### src/rtl/imm_decode_stage.sv
// imm_decode_stage: single-register RISC-V immediate decode stage.
// Captures an instruction on a valid/ready handshake, decodes its format and
// sign-extended immediate, forms the pc-relative target for branches, JAL and
// AUIPC, and counts accepted instructions. One output register gives full
// throughput: a held result drains and is replaced in the same cycle.
// Optional build macro IMM_DECODE_ILLEGAL_EN enables the out_illegal flag for
// unknown opcodes and R-format words with an unsupported funct7; without it
// out_illegal is tied low.

module imm_decode_stage #(
    parameter int XLEN  = 32,
    parameter int CNT_W = 16
) (
    input  logic             clk,
    input  logic             rst,
    input  logic             in_valid,
    output logic             in_ready,
    input  logic [31:0]      in_instr,
    input  logic [XLEN-1:0]  in_pc,
    output logic             out_valid,
    input  logic             out_ready,
    output logic [XLEN-1:0]  out_imm,
    output logic [2:0]       out_fmt,
    output logic [XLEN-1:0]  out_target,
    output logic             out_illegal,
    output logic [CNT_W-1:0] acc_count
);

    localparam logic [2:0] FMT_R    = 3'd0;
    localparam logic [2:0] FMT_I    = 3'd1;
    localparam logic [2:0] FMT_S    = 3'd2;
    localparam logic [2:0] FMT_B    = 3'd3;
    localparam logic [2:0] FMT_U    = 3'd4;
    localparam logic [2:0] FMT_J    = 3'd5;
    localparam logic [2:0] FMT_NONE = 3'd7;

    localparam logic [6:0] OP_LOAD   = 7'b0000011;
    localparam logic [6:0] OP_IMM    = 7'b0010011;
    localparam logic [6:0] OP_JALR   = 7'b1100111;
    localparam logic [6:0] OP_SYSTEM = 7'b1110011;
    localparam logic [6:0] OP_STORE  = 7'b0100011;
    localparam logic [6:0] OP_BRANCH = 7'b1100011;
    localparam logic [6:0] OP_LUI    = 7'b0110111;
    localparam logic [6:0] OP_AUIPC  = 7'b0010111;
    localparam logic [6:0] OP_JAL    = 7'b1101111;
    localparam logic [6:0] OP_REG    = 7'b0110011;

    logic [6:0]      opcode;
    logic [2:0]      funct3;
    logic [2:0]      dec_fmt;
    logic [31:0]     imm32;
    logic            dec_rel;
    logic            dec_illegal;
    logic [XLEN-1:0] dec_imm;
    logic [XLEN-1:0] dec_target;
    logic            accept;

    assign opcode = in_instr[6:0];
    assign funct3 = in_instr[14:12];

    // Decode format and a 32-bit immediate; every format fits in 32 bits
    // before the final sign extension to XLEN.
    always_comb begin
        dec_fmt     = FMT_NONE;
        imm32       = '0;
        dec_rel     = 1'b0;
        dec_illegal = 1'b0;
        case (opcode)
            OP_LOAD, OP_JALR, OP_SYSTEM: begin
                dec_fmt = FMT_I;
                imm32   = {{20{in_instr[31]}}, in_instr[31:20]};
            end
            OP_IMM: begin
                dec_fmt = FMT_I;
                // Shifts carry an unsigned shamt, whose width follows XLEN.
                if (funct3 == 3'b001 || funct3 == 3'b101) begin
                    if (XLEN == 64)
                        imm32 = {26'b0, in_instr[25:20]};
                    else
                        imm32 = {27'b0, in_instr[24:20]};
                end else begin
                    imm32 = {{20{in_instr[31]}}, in_instr[31:20]};
                end
            end
            OP_STORE: begin
                dec_fmt = FMT_S;
                imm32   = {{20{in_instr[31]}}, in_instr[31:25], in_instr[11:7]};
            end
            OP_BRANCH: begin
                dec_fmt = FMT_B;
                dec_rel = 1'b1;
                imm32   = {{20{in_instr[31]}}, in_instr[7], in_instr[30:25],
                           in_instr[11:8], 1'b0};
            end
            OP_LUI: begin
                dec_fmt = FMT_U;
                imm32   = {in_instr[31:12], 12'b0};
            end
            OP_AUIPC: begin
                dec_fmt = FMT_U;
                dec_rel = 1'b1;
                imm32   = {in_instr[31:12], 12'b0};
            end
            OP_JAL: begin
                dec_fmt = FMT_J;
                dec_rel = 1'b1;
                imm32   = {{12{in_instr[31]}}, in_instr[19:12], in_instr[20],
                           in_instr[30:21], 1'b0};
            end
            OP_REG: begin
                dec_fmt = FMT_R;
            end
            default: begin
                dec_fmt = FMT_NONE;
            end
        endcase
`ifdef IMM_DECODE_ILLEGAL_EN
        if (dec_fmt == FMT_NONE)
            dec_illegal = 1'b1;
        else if (opcode == OP_REG && in_instr[31:25] != 7'b0000000 &&
                 in_instr[31:25] != 7'b0100000)
            dec_illegal = 1'b1;
`else
        dec_illegal = 1'b0;
`endif
    end

    assign dec_imm    = XLEN'($signed(imm32));
    assign dec_target = dec_rel ? (in_pc + dec_imm) : '0;

    assign in_ready = !out_valid || out_ready;
    assign accept   = in_valid && in_ready;

    // Output register: load on accept, otherwise drop valid once drained.
    always_ff @(posedge clk) begin
        if (rst) begin
            out_valid   <= 1'b0;
            out_imm     <= '0;
            out_fmt     <= FMT_NONE;
            out_target  <= '0;
            out_illegal <= 1'b0;
            acc_count   <= '0;
        end else begin
            if (accept) begin
                out_valid   <= 1'b1;
                out_imm     <= dec_imm;
                out_fmt     <= dec_fmt;
                out_target  <= dec_target;
                out_illegal <= dec_illegal;
                acc_count   <= acc_count + CNT_W'(1);
            end else if (out_valid && out_ready) begin
                out_valid <= 1'b0;
            end
        end
    end

endmodule

### config.mk
export PLATFORM = sky130hd
export DESIGN_NAME = imm_decode_stage
export DESIGN_NICKNAME = d
export VERILOG_FILES = /design/src/rtl/imm_decode_stage.sv
export SDC_FILE = /design/constraint.sdc
export NUM_CORES = 1
export LEC_CHECK = 0
export CAP_MARGIN = 10
export CORE_MARGIN = 2
export CORE_UTILIZATION = 48
export CTS_CLUSTER_DIAMETER = 80
export DETAILED_ROUTE_END_ITERATION = 8
export GPL_TIMING_DRIVEN = 0
export PLACE_DENSITY = 0.81
export SYNTH_ARGS = -nofsm -noshare
export SYNTH_HDL_FRONTEND = slang
export SYNTH_SLANG_ARGS = --single-unit
### constraint.sdc
create_clock -name clk -period 5.6 [get_ports clk]
set_input_delay 1.4 -clock clk [delete_from_list [all_inputs] [get_ports clk]]
set_output_delay 1.4 -clock clk [all_outputs]
set_load 0.03 [all_outputs]
Yosys cells after proc, flatten, opt, wreduce, memory -nomap -nowiden. Cells that the tools add are included.

Register bits after elaboration: 84. Input port bits: 68. Word-level logic and storage cells: 36.

$add $sub $neg: 2. Equal/unequal tests: 12. Multiplexer cells: 7. Reductions and logical operators: 10.

Operator list (count): $pmux W32 S6 (1); $mux W32 (2); $add A32 B32 Y32 (1); $eq A7 B7 Y1 const B (4); $eq A7 B6 Y1 const B (3); $pmux W3 S6 (1); $add A16 B1 Y16 const B (1); $eq A7 B5 Y1 const B (2); $eq A7 B2 Y1 const B (1); $reduce_or A3 Y1 (2); $reduce_or A4 Y1 (1); $eq A3 B1 Y1 const B (1); $eq A3 B3 Y1 const B (1); $mux W1 (3); $logic_and A1 B1 Y1 (2); $logic_or A1 B1 Y1 (2); $reduce_bool A2 Y1 (1); $reduce_or A2 Y1 (1); $logic_not A1 Y1 (1).

Logic depth before layout (Yosys ltp). Gate-level depths: netlist of run 1.

Word-level depth: 6. Gate-level depth with buffers: 18. Gate-level depth less buffers: 15.

Worst setup path after synthesis of run 1. Ideal clock, no wire load.

Path kind: input port to flip-flop. From: input in_instr[3]. To: register out_target[29]. Arrival: 4.584 ns. Required time: 5.483 ns. Slack: 0.899 ns. Cell stages on the path: 13. Cells stage by stage: clkbuf_1 > or2_2 > nor4_1 > a22o_1 > ha_1 > a21oi_2 > o211ai_2 > a31o_4 > a221oi_4 > o21ai_2 > and2_4 > or3_1 > a32o_1.

Longest elaborated chain between the ends: 5. Elaborated cells between the ends (all ways): 16. Classes of those cells: 1 x add/sub; 9 x eq/ne; 3 x mux; 3 x reduce/logical.

RTL lines: from (decl) (line 18) `input logic [31:0] in_instr,`; $eq A7 B2 Y1 (tied with other cells) (line 68) `case (opcode)`; $reduce_or A3 Y1 / $reduce_or A2 Y1 (equally long branches); $pmux W32 S6 * (line 68); via dec_imm[1] (line 54) `logic [XLEN-1:0] dec_imm;`; $add A32 B32 Y32 * (line 129) `assign dec_target = dec_rel ? (in_pc + dec_imm) : '0;`; $mux W32 * (line 129); to (signal assigned) (line 148) `out_target <= dec_target;`; to (decl) (line 24) `output logic [XLEN-1:0] out_target,`.

The timed path passes the listed nets; every way through them passes the cells marked *. A chain may end at the register's enable or synchronous reset.

Worst setup path after layout of run 1.
From: input in_instr[1]. To: register out_target[30].

The elaborated chain is that of the path after synthesis.

==> run_results.csv, run 1 <==
group,metric,value,unit
logic_synthesis,synthArstFlopShare,0,%
logic_synthesis,post_synthesis_sequential_area_ratio,32.7,%
cells_and_area,layoutNonFillerInstCount,959,
timing,timing_hold_violations_final,0,
cts,cts_tree,"built",
timing,final_min_period_over_clock_period,96.4,%
cells_and_area,layout.nets,919,
drt,drc,0,
pwr,total_power,0.00135,W
cts,clk-insertion-delay-late,0.37,ns
timing,fmaxAchievable,185,MHz
cts,cts.clk_slew.worst_paths,0.09,ns
logic_synthesis,post_synth_instance_area,5140,sq um
cts,cts_hold_buf,0,
worst_setup_path,critical_path_class,"in -> reg",
hold_path,hold_end,"out_imm[7]",
worst_setup_path,worstReg2RegEnd,"out_target[28]",
floorplan,floorplan.core_area,10400,sq um
cts,clock_tree.buffer_depth,2,
drt,avg_wl_per_cell,17.8,microns
logic_synthesis,syn-num-nets,759,
grt,grt_start_max_net_pins,15,
logic_synthesis,yosysWarnings,0,
floorplan,pin_count,154,
grt,grt_first_pass_wirelength,26.5,mm
cells_and_area,layout-area-overhead-vs-synth,36.8,%
timing,setup_repair_after_global_routing_missed_its_margin,"no",
floorplan,initial_core_util,49.5,%
place,dp.final_hpwl,13.6,mm
timing,final-setup-viol-count,0,
drt,route.final.wire_length,17.1,mm
timing,finalClockSkew,0.0118,ns
cts,post_cts_resize_count,0,
grt,grt_pass1_vias,5267,
run,maxCapViolCount,0,
logic_synthesis,synth_enable_flop_cells,0,
worst_setup_path,endpoint_kind,"flop",
worst_setup_path,critPathArrivalTime,5.65,ns
pwr,peak_vdd_ir,0.000116,V
pwr,power_per_cell_area,192,nW/um^2
logic_synthesis,synth.distinct_cells,69,
worst_setup_path,ff2ff_path_depth,9,
hold_path,min-delay-start,"out_imm[7]",
drt,via_per_inst,5.81,
floorplan,floorplan.die.height,107,microns
cells_and_area,post_route_cells_drive_above_1_share,4.50,%
worst_setup_path,worst_ep_required_time,5.85,ns
logic_synthesis,synthFlopType,"dfxtp_1",
grt,overflow,0,
place,gpl.final_weighted_congestion,0.925,
logic_synthesis,synth.most_common_cell,"nand2_1",
floorplan,core.rowCount,37,
worst_setup_path,crit-reg2reg-launch,"out_valid",
drt,initialDrtViolationCount,213,
place,portBuffers,150,
floorplan,dieArea,11500,sq um
grt,initial_antenna_violation_count,0,
logic_synthesis,synth.ff_latch_count,84,
cts,cts-root-buf,"clkbuf_8",
cells_and_area,fill_cells,868,
outcome,outcome,"complete, no violations",
cts,cts.sink_count,84,
worst_setup_path,r2r_slack,3.43,ns
hold_path,hold-path-cell-count,2,
drt,first_pass_iters,5,
pwr,static-leakage-power,2.87,nW
logic_synthesis,synthTopCellsByArea,"dfxtp_1, nand2_1, ha_1",
logic_synthesis,ys_top_cells_by_count,"nand2_1, dfxtp_1, a21oi_1",
cts,cts_post_setup_buffers_inserted,0,
timing,timing.final.max_slew_violations,0,
cts,htree_levels,3,
worst_setup_path,worstSetupStartpointType,"primary input",
timing,period_needed,5.40,ns
timing,max_slew.worst_pin.slew,0.860,ns
worst_setup_path,crit_path_max_fanout,6,
logic_synthesis,synth_area_per_cell,7.81,sq um
drt,route.vias.total,5575,
cells_and_area,diodes,0,
cts,tritoncts_buffers,9,
logic_synthesis,synth_top_area_share,32.7,%
floorplan,floorplan.die.width,107,microns
logic_synthesis,synth_top_area_cell,"dfxtp_1",
hold_path,hp-class,"reg -> reg",
timing,slew_headroom,42.7,%
place,placedCellCount,944,
logic_synthesis,postSynthCellCount,658,
grt,grtUsageTotal,29.2,%
drt,ant_nets,0,
[cells in the final DEF (no fill, tap or decap), drive strengths merged, types with 4 or more instances in the layout]
master / synthesis / layout
xnor2: 13 / 13
nor2: 50 / 50
and3: 5 / 5
clkbuf: 34 / 43
a211oi: 6 / 6
dfxtp: 84 / 84
nand4: 10 / 10
nor3: 13 / 13
a31oi: 8 / 8
or3: 10 / 10
o211ai: 4 / 4
o21bai: 7 / 7
a22o: 6 / 6
nand2: 123 / 123
o21ai: 39 / 39
clkdlybuf4s50: 0 / 150
buf: 6 / 6
inv: 10 / 11
a21o: 31 / 31
ha: 32 / 32
and2: 10 / 10
nand3: 13 / 13
xor2: 24 / 24
a22oi: 9 / 9
a21oi: 57 / 57
[state kept, by name (all words and copies together) (netlist names)]
name / cells
out_imm: 32
out_target: 32
acc_count: 16
out_fmt: 3
out_valid: 1
[kinds of logic after synthesis]
| group | after synthesis | share of synthesized area (%) |
|---|---|---|
| buffers and inverters | 50 | 3.92 |
| multiplexers | 1 | 0.195 |
| XOR/XNOR | 37 | 6.31 |
| other | 1 | 0.0730 |
| AND/OR/NAND/NOR | 256 | 22.6 |
| AO/OA/AOI/OAI | 196 | 26.0 |
| adder cells (fa/ha/maj) | 33 | 8.19 |
| flip-flops | 84 | 32.7 |
[per-stage QoR]
stage | TNS (ns) | util, % | setup WS [ns] | hold slack (ns) | cell area (sq um)
finish | 0 | 67.8 | 0.200 | 0.464 | 7030
CTS | 0 | 67.7 | 0.0434 | 0.462 | 7020
global route | 0 | 67.8 | 0.0149 | 0.484 | 7030
floorplan | 0 | - | 0.899 | 0.575 | 5140
detailed placement | -1.53 | 65.6 | -0.315 | 0.446 | 6810
global placement | -0.822 | 65.6 | -0.195 | 0.440 | 6810
[area by class of cell]
cell class	instances	area [sq um]	area share (%)
multi-input cells	524	3260	46.4
plain buffers	39	160	2.28
clock inverters	6	86.3	1.23
clock buffers	10	128	1.82
well taps	136	170	2.42
flip-flops and latches	84	1680	23.9
repair buffers	150	1500	21.4
inverters	10	37.5	0.534
[power breakdown]
| part | internal, W | total, W | switching [W] | leakage (nW) |
|---|---|---|---|---|
| Sequential | 0.000606 | 0.000613 | 0.00000682 | 0.679 |
| Clock | 0.000251 | 0.000478 | 0.000227 | 0.107 |
| Combinational | 0.000109 | 0.000256 | 0.000147 | 2.09 |
| Total | 0.000967 | 0.00135 | 0.000381 | 2.87 |
[worst max-delay path, stage by stage]
cell and delay (ns):
clkdlybuf4s50_1 0.52, nand2_1 0.18, or2_2 0.34, nor4_2 0.50, nand2_1 0.22, o22ai_1 0.35
ha_1 0.28, fa_1 0.23, a21o_1 0.15, a221o_2 0.20, a41oi_1 0.14, nand2_1 0.25
a211oi_1 0.15, o41ai_1 0.43, xnor2_1 0.21, o21ai_0 0.11
[layer usage]
layer,track usage (%),up-vias,share of wire [%]
li1,-,2668,-
met1,38.0,2604,42
met2,48.2,253,47
met3,5.15,50,7.9
met4,11.3,0,3.4
met5,0,-,0
[how the worst max path moves through the flow]
stage,from,end,slack (ns)
after floorplan,in_instr[3],out_target[29],0.90
after global placement,in_instr[1],out_target[30],-0.20
after detailed placement,in_instr[1],out_target[30],-0.32
after CTS,in_instr[0],out_target[30],0.04
after global routing,in_instr[4],out_target[30],0.01
final,in_instr[1],out_target[30],0.20
(Power assumes the default switching activity.)
==> run 2, diff against run 1 <==
--- a/config.mk
+++ b/config.mk
@@ -11,7 +11,7 @@
 export CTS_CLUSTER_DIAMETER = 80
 export DETAILED_ROUTE_END_ITERATION = 8
 export GPL_TIMING_DRIVEN = 0
-export PLACE_DENSITY = 0.81
+export PLACE_DENSITY_LB_ADDON = 0.08
 export SYNTH_ARGS = -nofsm -noshare
 export SYNTH_HDL_FRONTEND = slang
 export SYNTH_SLANG_ARGS = --single-unit
==> run 2 against run 1 <==
  * Clock skew decreased by 0.0056 ns
  * Cell count unchanged
  * Design area down 0.30%
  * Non-clock buffer count unchanged
  * Maximum frequency grew 1.9%
  * Register-to-register slack about the same
  * Via count fell by 3.0%
  * Flip-flop and latch count unchanged
==> run_results.csv, run 2 (synthesis gave the netlist of run 1 again) <==
group,metric,value,unit
cells_and_area,post_route_cells_drive_above_1_share,4.86,%
drt,drc,0,
cts,cts_hold_buf,0,
cts,cts_tree,"built",
pwr,power_switching_share,30.7,%
cts,post_cts_resize_count,1,
timing,final_min_period_over_clock_period,94.7,%
grt,initial_antenna_violation_count,0,
floorplan,pin_count,154,
cts,cts.sink_count,84,
hold_path,hp-class,"reg -> reg",
timing,fmaxAchievable,189,MHz
worst_setup_path,worst_ep_required_time,5.85,ns
timing,max_slew.worst_pin.slew,0.686,ns
timing,finalClockSkew,0.00617,ns
cells_and_area,final_util,67.6,%
pwr,pwr-share-clk,32.3,%
place,gpl.final_weighted_congestion,0.972,
cells_and_area,layout.nets,919,
timing,final.setup.worst_slack,0.299,ns
grt,overflow,0,
timing,timing.final.max_slew_violations,0,
timing,timing_hold_violations_final,0,
drt,initialDrtViolationCount,357,
timing,setup_repair_after_global_routing_missed_its_margin,"no",
pwr,power_per_cell_area,183,nW/um^2
pwr,power.sequential.fraction,47.7,%
grt,grt_pass1_vias,5157,
cts,clock_tree.buffer_depth,2,
floorplan,dieArea,11500,sq um
worst_setup_path,critPathArrivalTime,5.55,ns
cts,clk-insertion-delay-late,0.37,ns
cells_and_area,fill_cells,916,
drt,route.vias.total,5405,
cts,htree_levels,3,
run,maxCapViolCount,0,
timing,period_needed,5.30,ns
place,dp.final_hpwl,13.9,mm
floorplan,initial_core_util,49.5,%
grt,grtUsageTotal,30.0,%
floorplan,floorplan.core_area,10400,sq um
drt,route.final.wire_length,17.2,mm
floorplan,core.rowCount,37,
place,portBuffers,150,
cells_and_area,commonest_non_fill_non_tap_cell_in_the_layout,"clkdlybuf4s50_1",
pwr,combinationalPowerShare,20.0,%
cells_and_area,reg_top3,"out_imm: 32 flops, out_target: 32 flops, acc_count: 16 flops",
worst_setup_path,crit_path_max_fanout,6,
drt,via_per_inst,5.64,
worst_setup_path,critical_path_class,"in -> reg",
timing,slew_headroom,54.2,%
outcome,outcome,"complete, no violations",
worst_setup_path,r2r_slack,3.44,ns
drt,first_pass_iters,5,
drt,ant_nets,0,
pwr,peak_vdd_ir,0.000103,V
worst_setup_path,worstSetupStartpointType,"primary input",
floorplan,floorplan.die.height,107,microns
floorplan,floorplan.die.width,107,microns
worst_setup_path,endpoint_kind,"flop",
grt,grt_start_max_net_pins,15,
cts,tritoncts_buffers,9,
timing,final-setup-viol-count,0,
cells_and_area,diodes,0,
pwr,net_switching_power,0.000393,W
cts,cts_post_setup_buffers_inserted,0,
pwr,power_report.internal_total,0.000890,W
pwr,static-leakage-power,2.86,nW
grt,grt_first_pass_wirelength,26.7,mm
cts,cts.clk_slew.worst_paths,0.08,ns
cells_and_area,layout-area-overhead-vs-synth,36.4,%
drt,avg_wl_per_cell,17.9,microns
cells_and_area,mostFrequentLayoutCells,"clkdlybuf4s50_1, nand2_1, dfxtp_1, a21oi_1, nor2_1",
place,pre_cts_slack,-0.451,ns
cts,cts-root-buf,"clkbuf_8",
## run 2: cell count changes in the layout (fill, tap and decap cells not counted), sizes merged
cell,delta
clkinv,-1
bufinv,-2
clkbuf,+1
clkinvlp,+2
## run 2: final cells by class
class / count / area (sq um) / share of cell area (%)
Inverter: 10 / 37.5 / 0.536
Buffer: 39 / 160 / 2.29
Clock buffer: 11 / 141 / 2.02
Clock inverter: 5 / 36.3 / 0.518
Sequential cell: 84 / 1680 / 24.0
Timing Repair Buffer: 150 / 1500 / 21.4
Multi-Input combinational cell: 524 / 3280 / 46.8
Tap cell: 136 / 170 / 2.43
## run 2: stage by stage
stage	power, W	hold slack (ns)	instance area, sq um	std cells	setup TNS [ns]
after detailed placement	0.000878	0.441	6810	944	-1.65
after floorplan	0.000767	0.575	5140	658	0
final	0.00128	0.457	7010	959	0
after global placement	0.000875	0.437	6810	944	-1.07
after CTS	0.00128	0.459	6990	960	0
after global routing	0.00134	0.478	7010	959	0
## run 2: layer usage
metal	up-vias	share of wire, %	track usage [%]
met1	2515	43	38.8
li1	2661	-	-
met3	23	7.3	6.48
met4	0	2.0	9.43
met2	206	47	49.7
met5	-	0	0
## run 2: worst paths after layout
| path | startpoint | end | cells past startpoint |
|---|---|---|---|
| min reg2reg | out_target[18] | out_target[18] | 2 |
| max | in_instr[1] | out_target[30] | 16 |
| max reg2reg | out_valid | out_target[19] | 9 |
| min | out_target[18] | out_target[18] | 2 |
## run 2: critical path: stages
cell and delay [ns]:
clkdlybuf4s50_1 0.48, nand2_1 0.17, or2_2 0.35, nor4_2 0.42, nand2_1 0.15, o22ai_1 0.39
ha_1 0.30, fa_1 0.25, a21o_1 0.15, a221o_2 0.19, a41oi_1 0.20, nand2_1 0.27
a211oi_2 0.15, o41ai_2 0.44, xnor2_1 0.16, o21ai_0 0.08
## run 2: power by group through the flow
stage	Combinational (W)	Sequential (W)	Clock [W]
4_1_cts	0.000253	0.000613	0.000419
3_5_place_dp	0.000251	0.000627	0
2_1_floorplan	0.000123	0.000644	0
5_1_grt	0.000277	0.000614	0.000445
6_report	0.000256	0.000613	0.000415
3_3_place_gp	0.000249	0.000626	0
